**src/rtl/fft_consts.sv**
```systemverilog
// fft_consts: shared constants, sample layout, loader state encoding and bit-reversal helper
// for the 1024-point FFT core.
package fft_consts;

    localparam int N_LOG2 = 10;
    localparam int DATA_W = 16;

    typedef struct packed {
        logic signed [DATA_W-1:0] r;
        logic signed [DATA_W-1:0] i;
    } complex_t;

    typedef logic [1:0] loader_state_t;

    localparam loader_state_t ST_LOAD      = 2'd0;
    localparam loader_state_t ST_ZERO_FILL = 2'd1;
    localparam loader_state_t ST_START     = 2'd2;
    localparam loader_state_t ST_WAIT_FFT  = 2'd3;

    // Reverses the low w bits of k; bits above w come back as zero.
    function automatic logic [31:0] bitrev(input logic [31:0] k, input int w);
        logic [31:0] r;
        r = '0;
        for (int b = 0; b < w; b++) r[b] = k[w-1-b];
        return r;
    endfunction

endpackage

```
**src/rtl/fft_input_loader.sv**
```systemverilog
// fft_input_loader: loads one frame of N complex samples into FFT input RAM, zero-fills short frames,
// pulses fft_start and holds off input until fft_done. Define FFT_LOAD_BITREV_EN for bit-reversed addressing.
module fft_input_loader #(
    parameter int N_LOG2 = fft_consts::N_LOG2,
    parameter int DATA_W = fft_consts::DATA_W
) (
    input  logic                clk,
    input  logic                rst_n,
    input  logic                s_valid,
    output logic                s_ready,
    input  logic [2*DATA_W-1:0] s_data,
    input  logic                s_last,
    output logic                ram_en,
    output logic                ram_we,
    output logic [N_LOG2-1:0]   ram_addr,
    output logic [2*DATA_W-1:0] ram_din,
    output logic                fft_start,
    input  logic                fft_done,
    output logic                busy,
    output logic                err_short
);
    import fft_consts::*;

    localparam logic [N_LOG2-1:0] LAST = '1;

    loader_state_t     state;
    loader_state_t     state_next;
    logic [N_LOG2-1:0] count;
    logic              accept;
    logic              wr;
    logic              last_slot;

    function automatic logic [N_LOG2-1:0] addr_of(input logic [N_LOG2-1:0] k);
`ifdef FFT_LOAD_BITREV_EN
        return N_LOG2'(bitrev(32'(k), N_LOG2));
`else
        return k;
`endif
    endfunction

    // Gated by rst_n so the reset cycle itself shows not-ready and not-busy.
    assign s_ready   = rst_n && state == ST_LOAD;
    assign busy      = rst_n && state != ST_LOAD;
    assign accept    = s_valid && s_ready;
    assign wr        = accept || state == ST_ZERO_FILL;
    assign last_slot = count == LAST;

    always_comb begin
        state_next = state == ST_LOAD      ? (!accept ? ST_LOAD : last_slot ? ST_START : s_last ? ST_ZERO_FILL : ST_LOAD)
                   : state == ST_ZERO_FILL ? (last_slot ? ST_START : ST_ZERO_FILL)
                   : state == ST_START     ? ST_WAIT_FFT
                   :                         (fft_done ? ST_LOAD : ST_WAIT_FFT);
    end

    always_ff @(posedge clk) begin
        if (!rst_n) begin
            state     <= ST_LOAD;
            count     <= '0;
            ram_en    <= 1'b0;
            ram_we    <= 1'b0;
            ram_addr  <= '0;
            ram_din   <= '0;
            fft_start <= 1'b0;
            err_short <= 1'b0;
        end else begin
            state     <= state_next;
            ram_en    <= wr;
            ram_we    <= wr;
            fft_start <= state == ST_START;
            err_short <= accept && s_last && !last_slot;
            if (wr) begin
                ram_addr <= addr_of(count);
                ram_din  <= accept ? s_data : '0;
                count    <= count + N_LOG2'(1);
            end else if (state == ST_WAIT_FFT && fft_done) begin
                count    <= '0;
            end
        end
    end

endmodule

```
**config.mk**
```make
export PLATFORM = sky130hd
export DESIGN_NAME = fft_input_loader
export DESIGN_NICKNAME = d
export VERILOG_FILES = /design/src/rtl/fft_consts.sv /design/src/rtl/fft_input_loader.sv
export SDC_FILE = /design/constraint.sdc
export NUM_CORES = 1
export LEC_CHECK = 0
export BUFFER_PORTS_ARGS = -buffer_cell sky130_fd_sc_hd__buf_2
export CELL_PAD_IN_SITES_DETAIL_PLACEMENT = 0
export CELL_PAD_IN_SITES_GLOBAL_PLACEMENT = 1
export CORE_MARGIN = 8
export CORE_UTILIZATION = 33
export CTS_BUF_LIST = sky130_fd_sc_hd__clkbuf_2
export CTS_CLUSTER_DIAMETER = 30
export CTS_CLUSTER_SIZE = 24
export DETAILED_ROUTE_END_ITERATION = 16
export PLACE_DENSITY = 0.83
export SLEW_MARGIN = 10
export SYNTH_ARGS = -nofsm -noshare
export SYNTH_HDL_FRONTEND = slang
export SYNTH_SLANG_ARGS = --single-unit
```
**constraint.sdc**
```tcl
create_clock -name clk -period 1.3 [get_ports clk]
set_input_delay 0.26 -clock clk [delete_from_list [all_inputs] [get_ports clk]]
set_output_delay 0.26 -clock clk [all_outputs]
set_load 0.05 [all_outputs]
```
==> metrics.md <==
| Metric | Value |
|---|---|
| Die Wd | `98.4 microns` |
| Dominant cell type by area after synthesis | `dfxtp_1` |
| Status | `finished, violations left` |
| Synthesized flop and latch total | `57` |
| Final setup viols | `84` |
| Clock sinks | `57` |
| Via/cell ratio | `5.03` |
| Total CTS buffers | `9` |
| CTS root buf | `clkbuf_2` |
| Fmax | `607 MHz` |
| Leak pwr | `1.90 nW` |
| PnR worst setup slack | `-349 ps` |
| Finished Cell Area | `4590 sq um` |
| Distinct cells, synth | `33` |
| Area of placed instances | `2910 sq um` |
| Max_cap viols | `0` |
| Drt pass-1 iters | `5` |
| Seq/Total Area, Yosys | `0.509` |
| Finished Layout Cells | `492` |
| CTS tree | `yes` |
| CTS HTree Levels | `3` |
| Measured slew at the worst slew-check pin | `362 ps` |
| Routed WL | `9140 microns` |
| Worst relative slew slack | `0.759` |
| Critical Path Sink Type | `output port` |
| P&R area growth vs syn | `105%` |
| Reg2Reg Setup Slack | `-320 ps` |
| I/O pin count | `85` |
| Minimum clock period after layout | `1650 ps` |
| Inst Count DP | `407` |
| Largest cells by area after synthesis | `dfxtp_1, a22oi_1, nor2b_1, nand2_1, a21boi_0` |
| Crit path kind | `register to output port` |
| Starting DRT DRC Count | `113` |
| Post-DP HPWL | `4290 microns` |
| Synthesized area per cell | `9.53 sq um` |
| Post-route ant nets | `0` |
| Synth top area share | `0.509` |
| Die ar. | `9680 sq um` |
| Final Hold Viols | `0` |
| Via Count | `2474` |
| Bufs on Longest Clock Path | `2` |
| Worst R2R Start | `state[1]` |
| Crit Path Max Fanout | `5` |
| Hold Crit Class | `primary input to register` |
| Count of input and output buffers | `84` |
| Unrepaired setup endpoints after global routing | `true` |
| CP Cell Sequence | `buf_6, o21a_4, buf_8` |
| CP Launch Type | `register` |
| Clk Latency, worst-skew pair | `530 ps` |
| Initial antenna violation count | `1` |
| Worst Setup SP | `state[1]` |
| Clock skew | `24.1 ps` |
| Worst reg2reg path depth | `7` |
| Final net count | `444` |
| Initial Util | `0.335` |
| GP Congestion | `0.846` |
| Hold wc startpoint | `s_data[5]` |
| Vias in the first global route | `2356` |
| Reg2reg end | `ram_din[23]` |
| Worst-path clk slew | `160 ps` |
| Crit path DAT | `1390 ps` |
| Global-route usage over all layers | `0.157` |
| Drc violations | `0` |
| FP Rows | `30` |
| Overflow left after global routing | `0` |
| Failing checks | `negative setup slack` |
| Share of cells above drive strength 1 | `0.645` |
| Hold Path Depth | `3` |
| Slew Viols, Final | `0` |
| Die extent in y | `98.4 microns` |
| Routed len/inst | `18.6 microns` |
| Endpoint, Worst Hold | `ram_din[5]` |
| Mapped Nets | `273` |
| Pwr per Cell Area | `921 nW/um^2` |
| First-pass GRT wire length | `11800 microns` |
| Worst IR Drop VDD | `0.000460 V` |
| Core area | `6680 sq um` |
| Post-synthesis instance area | `2240 sq um` |
| Yosys warns | `0` |
| Largest net degree at the start of global routing | `42` |
| Final Cycle Share | `1.27` |
| WP data required | `1040 ps` |
| Slowest stage delay, CP | `400 ps` |
| Post-Syn Instances | `235` |
| CP max stage cell | `dfxtp_4` |
[cells in the final DEF (no fill, tap or decap), types with 3 or more instances in the layout]
master / instances
a22oi_2: 32
buf_12: 7
buf_4: 41
buf_2: 37
dlygate4sd3_1: 32
dfxtp_4: 4
nand2_2: 7
mux2i_1: 4
a21boi_0: 4
nand4_1: 5
buf_16: 3
a21boi_1: 6
buf_6: 9
nand3_2: 3
buf_8: 48
clkbuf_2: 10
nand2_1: 23
nand3_1: 5
dfxtp_1: 8
nand2b_1: 6
nor2b_1: 33
dfxtp_2: 45
[flip-flops by register name, summed over array words and instances, names as in the netlist]
name and count:
ram_we 1, fft_start 1, count 10, err_short 1, ram_din 32, state 2
ram_addr 10
[layout make-up]
| class | instances | area, sq um |
|---|---|---|
| fillers | 476 | 2090 |
| repair buffers | 178 | 1880 |
| multi-input cells | 159 | 1280 |
| flip-flops and latches | 57 | 1210 |
| well taps | 80 | 100 |
| clock inverters | 6 | 58.8 |
| clock buffers | 10 | 50.0 |
| inverters | 1 | 3.75 |
| diodes | 1 | 2.50 |
[routing by layer]
metal | wire length, microns | share of wire | global-route usage
met5 | 0 | 0 | 0
met2 | 4920 | 0.54 | 0.271
met3 | 513 | 0.056 | 0.0562
met1 | 3350 | 0.37 | 0.155
met4 | 356 | 0.039 | 0.111
[worst max-delay path, delay by kind of cell (launching register included)]
family / cells / cell delay [ps]
flip-flops: 1 / 400
buffers and inverters: 2 / 260
AO/OA/AOI/OAI: 1 / 210
[how the worst max path moves through the flow]
| stage | endpoint | slack [ps] | cells past startpoint |
|---|---|---|---|
| floorplan | ram_din[0] | -230 | 6 |
| global placement | count[6] | 10 | 6 |
| detailed placement | ram_din[24] | -30 | 5 |
| CTS | busy | -360 | 3 |
| global route | busy | -420 | 3 |
| finish | busy | -350 | 3 |
[cell families (layout without fill, tap and decap cells)]
logic type                 count (synthesis)  count (layout)  synth area share
other                                      0               1                 0
adders and majority gates                  1               1           0.00559
xor gates and xnor gates                   2               2           0.00782
AOI/OAI and AO/OA                         51              51             0.169
DFF                                       57              57             0.509
muxes                                      4               4            0.0179
buffers and inverters                     19             195            0.0419
and+or+nand+nor                          101             101             0.249
[stage by stage]
step	util	worst slack [ps]	hold slack, ps	TNS, ps	power [mW]
after floorplan	-	-234	421	-7560	2.32
after global placement	0.436	12.0	450	0	2.52
after detailed placement	0.436	-27.3	456	-77.2	2.53
after CTS	0.608	-364	2.06	-4400	3.99
after global routing	0.687	-419	10.1	-16410	4.40
final	0.687	-349	33.3	-11260	4.22
[repair_timing]
| item | 4_1_cts | 5_1_grt |
|---|---|---|
| endpoints found under the hold margin | 31 | 1 |
| buffers inserted | 5 | 26 |
| endpoints found under the setup margin | 58 | 101 |
| gates cloned | 3 | 2 |
| hold buffers | 31 | 1 |
| pin swaps | 10 | 41 |
| gates resized for setup | 209 | 66 |
[where the power goes]
part           total (mW)  internal, mW  switching, mW
Clock                1.14         0.438          0.702
Combinational        1.21         0.621          0.586
Sequential           1.88          1.81         0.0617
[synth_stat cells]
cell / n
o211ai_1: 1
nand2_1: 30
and2_1: 3
xnor2_1: 2
buf_2: 9
a21boi_0: 12
a22oi_1: 32
nand3b_1: 1
and4_1: 1
and3_1: 2
nor4_1: 1
nor2_1: 3
clkbuf_1: 7
nand4b_1: 1
ha_1: 1
a21oi_1: 1
nand4_1: 5
o21ai_0: 2
buf_6: 1
a2bb2oi_1: 1
nor2b_1: 33
dfxtp_1: 57
and3b_1: 1
nand3_1: 8
inv_1: 1
a21oi_2: 1
or2_1: 1
mux2i_1: 4
o21a_1: 1
nor3_1: 3
nor3b_2: 2
nand2b_1: 6
buf_4: 1
Note: power is estimated with default switching activity, not from simulation.
